[config.mk]
export PLATFORM = sky130hd
export DESIGN_NAME = tone_sequencer
export DESIGN_NICKNAME = d
export VERILOG_FILES = /design/src/rtl/tone_sequencer.sv
export SDC_FILE = /design/constraint.sdc
export NUM_CORES = 1
export LEC_CHECK = 0
export BUFFER_PORTS_ARGS = -buffer_cell sky130_fd_sc_hd__buf_2
export CAP_MARGIN = 20
export CORE_ASPECT_RATIO = 1.1
export CORE_UTILIZATION = 55
export CTS_BUF_LIST = sky130_fd_sc_hd__clkbuf_8 sky130_fd_sc_hd__clkbuf_16
export DETAILED_ROUTE_END_ITERATION = 8
export PLACE_DENSITY = 0.71
export SLEW_MARGIN = 40
export SYNTH_ARGS = -nofsm -noshare
export SYNTH_HDL_FRONTEND = slang
export SYNTH_SLANG_ARGS = --single-unit
[constraint.sdc]
create_clock -name iClk -period 6.7 [get_ports iClk]
set_input_delay 0.335 -clock iClk [delete_from_list [all_inputs] [get_ports iClk]]
set_output_delay 0.335 -clock iClk [all_outputs]
set_load 0.01 [all_outputs]
[src/rtl/tone_sequencer.sv]
// tone_sequencer: four-step programmable square-wave generator.
// Define TONE_SEQUENCER_LOOP_EN to repeat the table until stopped.
module tone_sequencer #(
  parameter int CNT_W = 26,
  parameter int TOG_W = 8
) (
  input  logic             iClk,
  input  logic             iReset_n,
  input  logic             iWrEn,
  input  logic [1:0]       iWrAddr,
  input  logic [CNT_W-1:0] iWrData,
  input  logic [TOG_W-1:0] iToggles,
  input  logic             iStart,
  input  logic             iStop,
  output logic             oWave,
  output logic             oBusy,
  output logic             oDone,
  output logic [1:0]       oStep
);

  typedef enum logic [1:0] {
    IDLE = 2'd0,
    RUN  = 2'd1,
    DONE = 2'd2
  } state_t;

  state_t state, stateNxt;

  logic [CNT_W-1:0] tbl [4];
  logic [CNT_W-1:0] hReg, hNxt;
  logic [CNT_W-1:0] cnt, cntNxt;
  logic [TOG_W-1:0] togCnt, togCntNxt;
  logic [TOG_W-1:0] togTgt, togTgtNxt;
  logic [TOG_W-1:0] togInc;
  logic [1:0]       step, stepNxt, stepInc;
  logic             wave, waveNxt;
  logic             done, doneNxt;
  logic             hit, lastTog;

  assign togInc  = togCnt + TOG_W'(1);
  assign stepInc = step + 2'd1;
  assign hit     = (cnt == hReg);
  assign lastTog = (togInc == togTgt);

  always_comb begin
    stateNxt  = state;
    hNxt      = hReg;
    cntNxt    = cnt;
    togCntNxt = togCnt;
    togTgtNxt = togTgt;
    stepNxt   = step;
    waveNxt   = wave;
    doneNxt   = 1'b0;
    unique case (state)
      IDLE: begin
        if (iStart && !iStop) begin
          stateNxt  = RUN;
          stepNxt   = 2'd0;
          cntNxt    = '0;
          togCntNxt = '0;
          waveNxt   = 1'b0;
          hNxt      = tbl[0];
          togTgtNxt = (iToggles == '0) ? TOG_W'(1) : iToggles;
        end
      end
      RUN: begin
        if (iStop) begin
          stateNxt  = IDLE;
          stepNxt   = 2'd0;
          cntNxt    = '0;
          togCntNxt = '0;
          waveNxt   = 1'b0;
        end else if (!hit) begin
          cntNxt = cnt + CNT_W'(1);
        end else begin
          cntNxt  = '0;
          waveNxt = ~wave;
          if (!lastTog) begin
            togCntNxt = togInc;
          end else begin
            togCntNxt = '0;
            if (step == 2'd3) begin
`ifdef TONE_SEQUENCER_LOOP_EN
              stepNxt = 2'd0;
              hNxt    = tbl[0];
              doneNxt = 1'b1;
`else
              stateNxt = DONE;
              stepNxt  = 2'd0;
              waveNxt  = 1'b0;
              doneNxt  = 1'b1;
`endif
            end else begin
              stepNxt = stepInc;
              hNxt    = tbl[stepInc];
            end
          end
        end
      end
      DONE: begin
        stateNxt = IDLE;
      end
      default: begin
        stateNxt = IDLE;
        waveNxt  = 1'b0;
        stepNxt  = 2'd0;
      end
    endcase
  end

  always_ff @(posedge iClk) begin
    if (!iReset_n) begin
      state  <= IDLE;
      hReg   <= '0;
      cnt    <= '0;
      togCnt <= '0;
      togTgt <= '0;
      step   <= 2'd0;
      wave   <= 1'b0;
      done   <= 1'b0;
      for (int i = 0; i < 4; i++) tbl[i] <= '0;
    end else begin
      state  <= stateNxt;
      hReg   <= hNxt;
      cnt    <= cntNxt;
      togCnt <= togCntNxt;
      togTgt <= togTgtNxt;
      step   <= stepNxt;
      wave   <= waveNxt;
      done   <= doneNxt;
      // Loads above read the old entry; a same-edge write lands after.
      if (iWrEn) tbl[iWrAddr] <= iWrData;
    end
  end

  assign oWave = wave;
  assign oBusy = (state == RUN);
  assign oDone = done;
  assign oStep = step;

endmodule

Word level (Yosys, flattened, before mapping)
Memories as Yosys holds them, arrays and structs flattened.
Cells that the tools add are included.
Word-level totals
  bits in registers: 74
  RAM bits: 104
  output and inout bits: 5
  logic and storage cells: 87
  memories: 1
Cells by class
  add/subtract/negate cells: 3
  eq/ne operators: 13
  muxes and demuxes: 42
  bitwise operators: 6
  reduce and logical (&&, ||, !) cells: 14
Memory list
  tbl: depth 4, width 26, read ports 2, clocked after Yosys merged registers in 0, wr ports 4, RTL line 29  | logic [CNT_W-1:0] tbl [4];
Operators by type and width (count)
  two-way mux 26 bit: 9
  one-hot mux 26 bit (2 select lines): 2
  two-way mux 8 bit: 5
  adder 26 x 1 -> 26 bit (second input constant): 1
  equality test 26 bit: 1
  OR reduction 26 bit: 1
  two-way mux 2 bit: 11
  one-hot mux 8 bit (2 select lines): 1
  two-way mux 1 bit: 11
  != test 3 x 2 -> 1 bit (second input constant): 3
  adder 8 x 1 -> 8 bit (second input constant): 1
  equality test 8 bit: 1
  logical NOT 8 bit: 1
  AND reduction 4 bit: 2
  != test 2 bit (second input constant): 3
  inverter 1 bit: 6
  one-hot mux 2 bit (3 select lines): 1
  AND reduction 3 bit: 2
  AND reduction 6 bit: 1
  OR reduction 5 bit: 1
  equality test 2 bit (second input constant): 2
  != test 2 x 1 -> 1 bit (second input constant): 2
  one-hot mux 2 bit (2 select lines): 1
  AND reduction 2 bit: 2
  7 further kinds: 7

Depth between registers and ports, before layout
Gate-level depths: netlist of run 1.
An unclocked memory read counts as a cell.
  depth after elaboration: 7
  mapped depth: 9
  mapped depth without buffers: 7

Worst setup path before layout of run 1
OpenSTA, ideal clock, no wires.
  path kind: in2reg
  start: in iWrEn
  end: mem tbl[2][0] (enable)
  arrival: 2.469 ns
  required time: 6.255 ns
  setup slack: 3.786 ns
  cell stages on the path: 3
  path through: clkbuf_1 > nand2_1 > o21ai_0
RTL lines
  from (decl): RTL line 9  | input logic iWrEn,
  to (decl): RTL line 29

Final worst setup path of run 1
  start: reg togCnt[3]
  end: reg hReg[8]
On the way
  word-level cells in the longest chain between the ends: 4
RTL lines
  from (decl): RTL line 32  | logic [TOG_W-1:0] togCnt, togCntNxt;
  from (signal assigned): RTL line 126  | togCnt <= togCntNxt;
  adder 8 x 1 -> 8 bit: RTL line 40  | assign togInc = togCnt + TOG_W'(1);
  equality test 8 bit: RTL line 43  | assign lastTog = (togInc == togTgt);
  != test 2 x 1 -> 1 bit (no source line)
  AND reduction 6 bit (no source line)
  to (signal assigned): RTL line 124  | hReg <= hNxt;
  to (decl): RTL line 30  | logic [CNT_W-1:0] hReg, hNxt;
No other way between the ends.
A chain may end at the register's enable or synchronous reset.

==> flow_summary.ini, run 1 <==
[clock_tree]
clockRootBuffer = clkbuf_16
insertion_delay_ns = 0.43
numClockSinks = 178
cts_hold_buf = 0
cts_tree = built
cts_resized = 0
cts_buffers = 17
cts.reportedPaths.clkPinSlew_ns = 0.06
cts_buffer_depth = 2
ctsHtreeMaxLevel = 4
cts_setup_buffers = 0

[critical_path]
critPathMaxFanout = 14
critPathLaunchType = flip-flop
arrival_ns = 2.87
crit_type = flip-flop to flip-flop
worst_setup_path_end_kind = flip-flop
worstPathRequired_ns = 7.01

[sta]
slew_headroom_pct = 49.1
finalSetupTns_ns = 0
hold_viol_final = 0
fin_hold_ws_ns = 0.152
setup_viol = 0
fin_skew_ns = 0.0131
period_needed_ns = 2.56
min_period_over_period_pct = 38.3
max_freq_ghz = 0.390
tightest_slew_ns = 0.764
slew_violations = 0
rsz0062_at_grt = false

[logic_synthesis]
synth_ff_type = edfxtp_1
netlist_area_mm2 = 0.00826
ys_seq_elements = 178
async_flop_share_pct = 0
syn_area_per_cell_um2 = 11.0
synth_area_leader_cell = edfxtp_1
synth_area_leaders = edfxtp_1 (38%), dfxtp_1 (18%), and2_1 (6.1%)
syn-instance-count = 754
synth_seq_area_share_pct = 55.7
synth_fp_nets = 798
synth_top_area_share_pct = 37.8
synth_edf_count = 104
yosysUniqueCellTypes = 51
yosysWarnings = 0

[run]
maxCapViolations = 0

[place]
place_congestion = 0.800
placed_area_mm2 = 0.00867
io_buffer_count = 45
dp_hpwl_um = 11100

[global_routing]
first_global_vias = 5741
track_usage_pct = 23.6
gr-total-overflow = 0
antenna_found_initial = 0
grt_max_degree = 90
grt_pass1_wl_um = 28200

[layout]
final_area_mm2 = 0.00926
fin_util_pct = 63.6
area_growth_syn_to_layout_pct = 12.1
n_antenna_cell = 0
nFillCells = 1156
drive_above_1_share_pct = 15.6
nets = 830

[floorplanning]
fp.dieArea_mm2 = 0.0155
core_mm2 = 0.0146
row_count = 46
io_pins = 46
start_util_pct = 56.7
fp.dieW_um = 119
die_y_um = 131

[outcome]
outcome = completed

[power]
p_leak_nw = 3.60
power_density_mw_per_mm2 = 257
ir_worst_vdd_uv = 190

[detailed_routing]
ant_nets = 0
drc = 0
viasPerCell = 5.72
drt_iter0_drc = 376
wl_um = 17000
dr.pass1.iters = 4
via_count = 5669
wire_per_inst_um = 17.1

[hold_path]
hold_class = input pin to flip-flop
-- cell usage after synthesis, drive strengths merged, types with 26 or more instances --
| cell | instances |
|---|---|
| clkbuf | 37 |
| dfxtp | 74 |
| o22ai | 27 |
| mux2i | 28 |
| edfxtp | 104 |
| nand2 | 83 |
| mux2 | 26 |
| xor2 | 39 |
| and3 | 34 |
| and2 | 80 |
| o211ai | 28 |
| nor2 | 39 |
-- path summary, 6_finish.rpt --
check             slack [ns]                      to                    from  depth (start not counted)
hold / removal          0.15  togTgt[1]$_SDFFE_PN0P_             iToggles[1]                          3
setup reg to reg        4.14    hReg[8]$_SDFFE_PN0P_  togCnt[3]$_SDFFE_PN0P_                          7
setup / recovery        4.14    hReg[8]$_SDFFE_PN0P_  togCnt[3]$_SDFFE_PN0P_                          7
hold reg to reg         0.47   hReg[19]$_SDFFE_PN0P_   hReg[19]$_SDFFE_PN0P_                          2
-- sequential cells by signal, indices dropped and copies added, names as in the netlist --
signal  cells
tbl       104
cnt        26
hReg       26
togCnt      8
togTgt      8
oStep       2
state       2
oDone       1
oWave       1
-- area by class of cell --
class	instances	area, um2	area share [%]
clock buffer	17	425	4.59
clock inverter	15	151	1.63
inverter	14	52.6	0.567
multi-input combinational	521	3480	37.6
sequential	178	4600	49.7
tap	192	240	2.59
timing repair buffer	54	304	3.28
-- cells in the final DEF (no fill, tap or decap), types with 3 or more instances in the layout --
cell type	instances
a21oi_1	16
and2_1	80
and3_1	33
and4_1	3
buf_2	45
buf_4	7
bufinv_16	3
clkbuf_16	17
clkinv_1	5
dfxtp_1	74
edfxtp_1	104
ha_1	3
inv_1	15
mux2_2	26
mux2i_1	28
nand2_1	81
nand2b_1	5
nand3_1	17
nand4_1	10
nor2_1	38
nor2b_1	3
nor3_1	6
nor4_1	9
o2111ai_1	3
o211ai_1	28
o21a_1	3
o21ai_0	5
o221ai_1	3
o22ai_1	27
xnor2_1	20
xor2_1	39
-- stage by stage --
step | instances | total power [mW] | setup slack [ns]
2_1_floorplan | 754 | 1.37 | 3.79
3_3_place_gp | 958 | 1.42 | 3.80
3_5_place_dp | 959 | 1.43 | 3.76
4_1_cts | 991 | 2.40 | 3.74
5_1_grt | 991 | 2.46 | 3.93
6_report | 991 | 2.38 | 4.14
-- per-layer routing --
metal	vias up	track usage, %	wire [um]
met5	-	0	0
met1	2748	29.4	7480
met3	25	5.38	699
met4	0	10.1	290
li1	2777	-	-
met2	119	39.9	8500
-- worst max-delay path, cell delays in order (launching register included) --
cell,delay [ns]
dfxtp_1,0.46
nand4_1,0.25
or3_4,0.46
a2111oi_4,0.45
and3_4,0.29
a21oi_4,0.17
buf_8,0.24
mux2i_1,0.13
-- kinds of logic (layout without fill, tap and decap cells) --
group           Yosys count  after routing  share of synthesized area, %
buf+inv                  55            100                          2.80
fa+ha+maj                 3              3                         0.454
xor+xnor                 59             59                          6.25
compound gates          103            103                          8.66
flops                   178            178                          55.7
simple gates            302            302                          19.2
mux                      54             54                          6.94
-- report_power, final --
group / internal, mW / switching, mW / leakage (nW)
clock: 0.576 / 0.397 / 0.290
sequential: 1.22 / 0.0224 / 1.62
combinational: 0.0636 / 0.102 / 1.69
Note: power is estimated with default switching activity, not from simulation.
==> run 2, diff against run 1 <==
--- a/config.mk
+++ b/config.mk
@@ -5,13 +5,14 @@
 export SDC_FILE = /design/constraint.sdc
 export NUM_CORES = 1
 export LEC_CHECK = 0
+export ABC_AREA = 1
 export BUFFER_PORTS_ARGS = -buffer_cell sky130_fd_sc_hd__buf_2
 export CAP_MARGIN = 20
 export CORE_ASPECT_RATIO = 1.1
 export CORE_UTILIZATION = 55
 export CTS_BUF_LIST = sky130_fd_sc_hd__clkbuf_8 sky130_fd_sc_hd__clkbuf_16
 export DETAILED_ROUTE_END_ITERATION = 8
-export PLACE_DENSITY = 0.71
+export PLACE_DENSITY = 0.74
 export SLEW_MARGIN = 40
 export SYNTH_ARGS = -nofsm -noshare
 export SYNTH_HDL_FRONTEND = slang
==> constraint.sdc (replaced) <==
create_clock -name iClk -period 2.31 [get_ports iClk]
set_input_delay 0.1155 -clock iClk [delete_from_list [all_inputs] [get_ports iClk]]
set_output_delay 0.1155 -clock iClk [all_outputs]
set_load 0.01 [all_outputs]
==> flow_summary.ini, run 2 <==
[detailed_routing]
dr.pass1.iters = 5
drt_iter0_drc = 526
wl_um = 19700
viasPerCell = 5.36
via_count = 6998
ant_nets = 0
wire_per_inst_um = 15.1
drc = 0

[critical_path]
worst_setup_path_end_kind = flip-flop
crit_type = flip-flop to flip-flop
critPathMaxFanout = 12
arrival_ns = 2.45
critPathLaunchType = flip-flop
worstPathRequired_ns = 2.63

[floorplanning]
fp.dieW_um = 120
io_pins = 46
fp.dieArea_mm2 = 0.0158
row_count = 47
start_util_pct = 56.3
core_mm2 = 0.0150
die_y_um = 132

[logic_synthesis]
yosysMostFrequentCell = nand2_1
yosysWarnings = 0
synth_fp_nets = 1080
synth_area_leader_cell = edfxtp_1
synth.area.mux_share_pct = 0
async_flop_share_pct = 0
synth_adder_area_share_pct = 0.445
ys_seq_elements = 178
synth_xor_xnor_area_share_pct = 1.56
syn_area_per_cell_um2 = 8.14
synth_top_area_share_pct = 37.0
synth_seq_area_share_pct = 54.6
yosys.area_share.simple_pct = 27.0
netlist_area_mm2 = 0.00844
synth_area_leaders = edfxtp_1 (37%), dfxtp_1 (18%), nand2_1 (10%)
synth_top_family_by_area = simple AND/OR/NAND/NOR gates
synth-compound-area-share_pct = 9.60
synth_ff_type = edfxtp_1
yosysUniqueCellTypes = 37
syn-instance-count = 1036
synthTopCellsByCount = nand2_1 (226), nor2_1 (214), edfxtp_1 (104), inv_1 (103), a21oi_1 (85)
synth_edf_count = 104

[run]
maxCapViolations = 0

[layout]
layout_commonest_cell = nand2_1
top_regs = tbl x104, cnt x26, hReg x26
mostFrequentLayoutCells = nand2_1 (225), nor2_1 (214), inv_1 (105), edfxtp_1 (104), a21oi_1 (84)
drive_above_1_share_pct = 11.9
n_antenna_cell = 0
fin_util_pct = 64.2
largest-register = tbl
largest_reg_flops = 104
area_growth_syn_to_layout_pct = 14.1
nets = 1141

[clock_tree]
clockRootBuffer = clkbuf_16
cts_tree = built
ctsHtreeMaxLevel = 4
numClockSinks = 178
cts.reportedPaths.clkPinSlew_ns = 0.06
cts_buffers = 17
cts_buffer_depth = 2
insertion_delay_ns = 0.43

[sta]
min_period_over_period_pct = 92.2
slew_headroom_pct = 61.6
max_freq_ghz = 0.469
period_needed_ns = 2.13
slew_violations = 0
fin_skew_ns = 0.00685
finalSetupTns_ns = 0
hold_viol_final = 0
tightest_slew_ns = 0.576
setup_viol = 0

[place]
dp_hpwl_um = 13100
io_buffer_count = 45
place_congestion = 0.900

[hold_path]
hold_class = input pin to flip-flop

[power]
p_total_mw = 7.41
p_leak_nw = 4.06
ir_worst_vdd_uv = 520
power_density_mw_per_mm2 = 769

[global_routing]
antenna_found_initial = 0
grt_pass1_wl_um = 32300
first_global_vias = 6625
grt_max_degree = 54
gr-total-overflow = 0
track_usage_pct = 26.1

[outcome]
outcome = completed
-- run 2: changes by cell type after synthesis, moves of 26 or more --
cell,delta
a21oi_1,+68
and2_1,-80
and3_1,-33
inv_1,+91
mux2_2,-26
mux2i_1,-28
nand2_1,+143
nor2_1,+176
nor3_1,+33
o211ai_1,-28
-- run 2: per-layer routing --
| layer | global-route usage, % | up-vias | share of wire (%) |
|---|---|---|---|
| li1 | - | 3519 | - |
| met1 | 33.7 | 3249 | 42 |
| met2 | 43.7 | 199 | 51 |
| met3 | 5.06 | 31 | 5.2 |
| met4 | 8.82 | 0 | 1.5 |
| met5 | 0 | - | 0 |
-- run 2: where the power goes --
part	switching, mW	leakage (nW)	internal (mW)	total, mW
Combinational	0.749	2.18	0.397	1.15
Clock	1.22	0.256	1.36	2.59
Sequential	0.0939	1.62	3.58	3.67
-- run 2: metrics by stage --
| step | setup slack, ns | instance area, um2 | std cells | hold slack [ns] |
|---|---|---|---|---|
| floorplan | 0.358 | 8440 | 1036 | 0.241 |
| global placement | 0.195 | 8980 | 1267 | 0.335 |
| detailed placement | 0.144 | 8980 | 1267 | 0.346 |
| CTS | 0.133 | 9550 | 1304 | 0.00523 |
| global route | -0.0115 | 9620 | 1306 | 0.0289 |
| finish | 0.180 | 9620 | 1306 | 0.00678 |
-- run 2: area by class of cell --
class | count | area, um2
clock buffer | 17 | 425
clock inverter | 15 | 93.8
fill | 1288 | 5370
inverter | 109 | 409
multi-input combinational | 710 | 3290
sequential | 178 | 4610
tap | 196 | 245
timing repair buffer | 81 | 551
-- run 2: cells by family (layout without fill, tap and decap cells) --
group,after synthesis,after routing
xor gates and xnor gates,15,15
and+or+nand+nor,550,550
buffers and inverters,148,222
adders and majority gates,3,3
DFF,178,178
AOI/OAI and AO/OA,142,142
-- run 2: worst max-delay path, stage by stage (launching register included) --
cell and delay (ns):
dfxtp_2 0.38, ha_2 0.21, nand2_1 0.11, nor2_2 0.12, nand2_1 0.07, nand3_1 0.09, nand3_1 0.08, nor2_1 0.13
nand3_1 0.13, o21bai_4 0.18, buf_12 0.14, buf_12 0.13, nand3_1 0.07, nand2_1 0.13, nor2_1 0.05
-- run 2: repair_timing --
item	4_1_cts	5_1_grt
resized for setup	0	8
buffers inserted	0	1
endpoints found under the hold margin	5	0
hold buffers	5	0
endpoints found under the setup margin	0	34
-- run 2: final timing paths --
| check | depth (start not counted) | slack (ns) | end | start |
|---|---|---|---|---|
| min reg2reg | 2 | 0.47 | togTgt[7]$_SDFFE_PN0P_ | togTgt[7]$_SDFFE_PN0P_ |
| max | 14 | 0.18 | hReg[13]$_SDFFE_PN0P_ | togCnt[0]$_SDFFE_PN0P_ |
| min | 3 | 0.007 | togTgt[7]$_SDFFE_PN0P_ | iToggles[7] |
| max reg2reg | 14 | 0.18 | hReg[13]$_SDFFE_PN0P_ | togCnt[0]$_SDFFE_PN0P_ |
==> run 3, diff against run 2 <==
--- a/config.mk
+++ b/config.mk
@@ -8,7 +8,6 @@
 export ABC_AREA = 1
 export BUFFER_PORTS_ARGS = -buffer_cell sky130_fd_sc_hd__buf_2
 export CAP_MARGIN = 20
-export CORE_ASPECT_RATIO = 1.1
 export CORE_UTILIZATION = 55
 export CTS_BUF_LIST = sky130_fd_sc_hd__clkbuf_8 sky130_fd_sc_hd__clkbuf_16
 export DETAILED_ROUTE_END_ITERATION = 8
==> flow_summary.ini, run 3 (synthesis results as in run 2) <==
[critical_path]
worstPathRequired_ns = 2.64
worst_setup_path_end_kind = flip-flop
arrival_ns = 2.50
worstRegToRegCells = 13
crit_type = flip-flop to flip-flop
critPathMaxFanout = 13
critPathLaunchType = flip-flop

[hold_path]
hold_path_depth = 3
hold_class = input pin to flip-flop

[detailed_routing]
viasPerCell = 5.44
drc = 0
drt_iter0_drc = 560
dr.pass1.iters = 5
ant_nets = 0
wire_per_inst_um = 15.6
wl_um = 20300
via_count = 7083

[sta]
max_freq_ghz = 0.461
tightest_slew_ns = 0.545
finalWorstSetupSlack_ns = 0.142
hold_viol_final = 0
slew_headroom_pct = 63.6
finalSetupTns_ns = 0
period_needed_ns = 2.17
fin_skew_ns = 0.00730
setup_viol = 0
slew_violations = 0
min_period_over_period_pct = 93.9
rsz0062_at_grt = false

[layout]
largest_reg_flops = 104
multi_input_area_mm2 = 0.00329
largest-register = tbl
top_regs = tbl x104, cnt x26, hReg x26
final-seq-area_mm2 = 0.00461
final_area_mm2 = 0.00974
drive_above_1_share_pct = 12.4
n_antenna_cell = 0
nets = 1148
mostFrequentLayoutCells = nand2_1 (225), nor2_1 (213), edfxtp_1 (104), inv_1 (103), a21oi_1 (84)
area_growth_syn_to_layout_pct = 15.5
layout_commonest_cell = nand2_1
nFillCells = 1208

[clock_tree]
ctsHtreeMaxLevel = 4
cts_tree = built
numClockSinks = 178
cts.reportedPaths.clkPinSlew_ns = 0.07
insertion_delay_ns = 0.44
cts_buffer_depth = 2
clockRootBuffer = clkbuf_16
cts_buffers = 17

[place]
dp_hpwl_um = 13300
io_buffer_count = 45
pre_cts_ws_ns = 0.187
placed_area_mm2 = 0.00901
place_congestion = 0.894

[global_routing]
antenna_found_initial = 0
gr-total-overflow = 0
grt_pass1_wl_um = 33200
track_usage_pct = 26.9
grt_max_degree = 49
first_global_vias = 6753

[power]
p_leak_nw = 4.11
ir_worst_vdd_uv = 905
power_density_mw_per_mm2 = 794
p_total_mw = 7.73

[floorplanning]
row_count = 44
fp.dieArea_mm2 = 0.0158
start_util_pct = 57.2
die_y_um = 126
core_mm2 = 0.0148
io_pins = 46
fp.dieW_um = 126

[run]
maxCapViolations = 0

[outcome]
outcome = completed
## run 3: cell types whose count changed in the layout (fill, tap and decap cells not counted), sizes merged
cell,previous run,this run
dlygate4sd3,5,9
buf,75,78
clkinvlp,4,1
inv,113,117
clkinv,7,3
clkbuf,18,19
nand2,231,232
bufinv,0,1
## run 3: metal layers
layer / share of wire [%] / routed length [um] / GRT usage [%] / vias up
met5: 0 / 0 / 0 / -
met4: 1.9 / 381 / 7.94 / 0
met3: 6.3 / 1280 / 6.58 / 38
met2: 49 / 9880 / 45.8 / 243
met1: 43 / 8760 / 34.1 / 3273
li1: - / - / - / 3529
## run 3: timing repair
item | 4_1_cts | 5_1_grt
gates resized for setup | 0 | 6
hold buffers | 9 | 0
endpoints found under the setup margin | 0 | 31
endpoints found under the hold margin | 9 | 0
buffers inserted | 0 | 1
## run 3: worst max-delay path, stage by stage, from the launching register on
cell and delay, ns:
dfxtp_2 0.39, ha_2 0.21, nand2_1 0.12, nor2_2 0.12, nand2_1 0.08, nand3_1 0.11, nand3_1 0.11, nor2_1 0.13
nand3_1 0.12, o21bai_4 0.22, buf_12 0.15, nand2_8 0.08, nor2_1 0.16, nor2_1 0.07
## run 3: layout make-up
| class | instances | share of cell area (%) |
|---|---|---|
| timing repair buffer | 87 | 6.29 |
| clock inverter | 13 | 1.41 |
| clock buffer | 19 | 4.65 |
| inverter | 109 | 4.20 |
| multi-input combinational | 711 | 33.8 |
| tap | 184 | 2.36 |
| sequential | 178 | 47.3 |
## run 3: path summary, 6_finish.rpt
check                            end  slack, ns                    from
max reg2reg     hReg[9]$_SDFFE_PN0P_       0.14  togCnt[0]$_SDFFE_PN0P_
max             hReg[9]$_SDFFE_PN0P_       0.14  togCnt[0]$_SDFFE_PN0P_
min          tbl[1][4]$_SDFFCE_PN0P_       0.01              iWrData[4]
min reg2reg   togTgt[3]$_SDFFE_PN0P_       0.48  togTgt[3]$_SDFFE_PN0P_
## run 3: per-stage QoR
step	hold slack [ns]	cells	util, %
2_1_floorplan	0.241	1036	-
3_3_place_gp	0.338	1258	61.1
3_5_place_dp	0.343	1258	61.1
4_1_cts	0.0000195	1299	65.7
5_1_grt	0.0180	1301	66.0
6_report	0.0110	1301	66.0
## run 3: power by group
group	total, mW	switching (mW)	internal [mW]
logic	1.15	0.752	0.403
clock network	2.90	1.32	1.58
registers	3.68	0.101	3.58
total	7.73	2.17	5.56
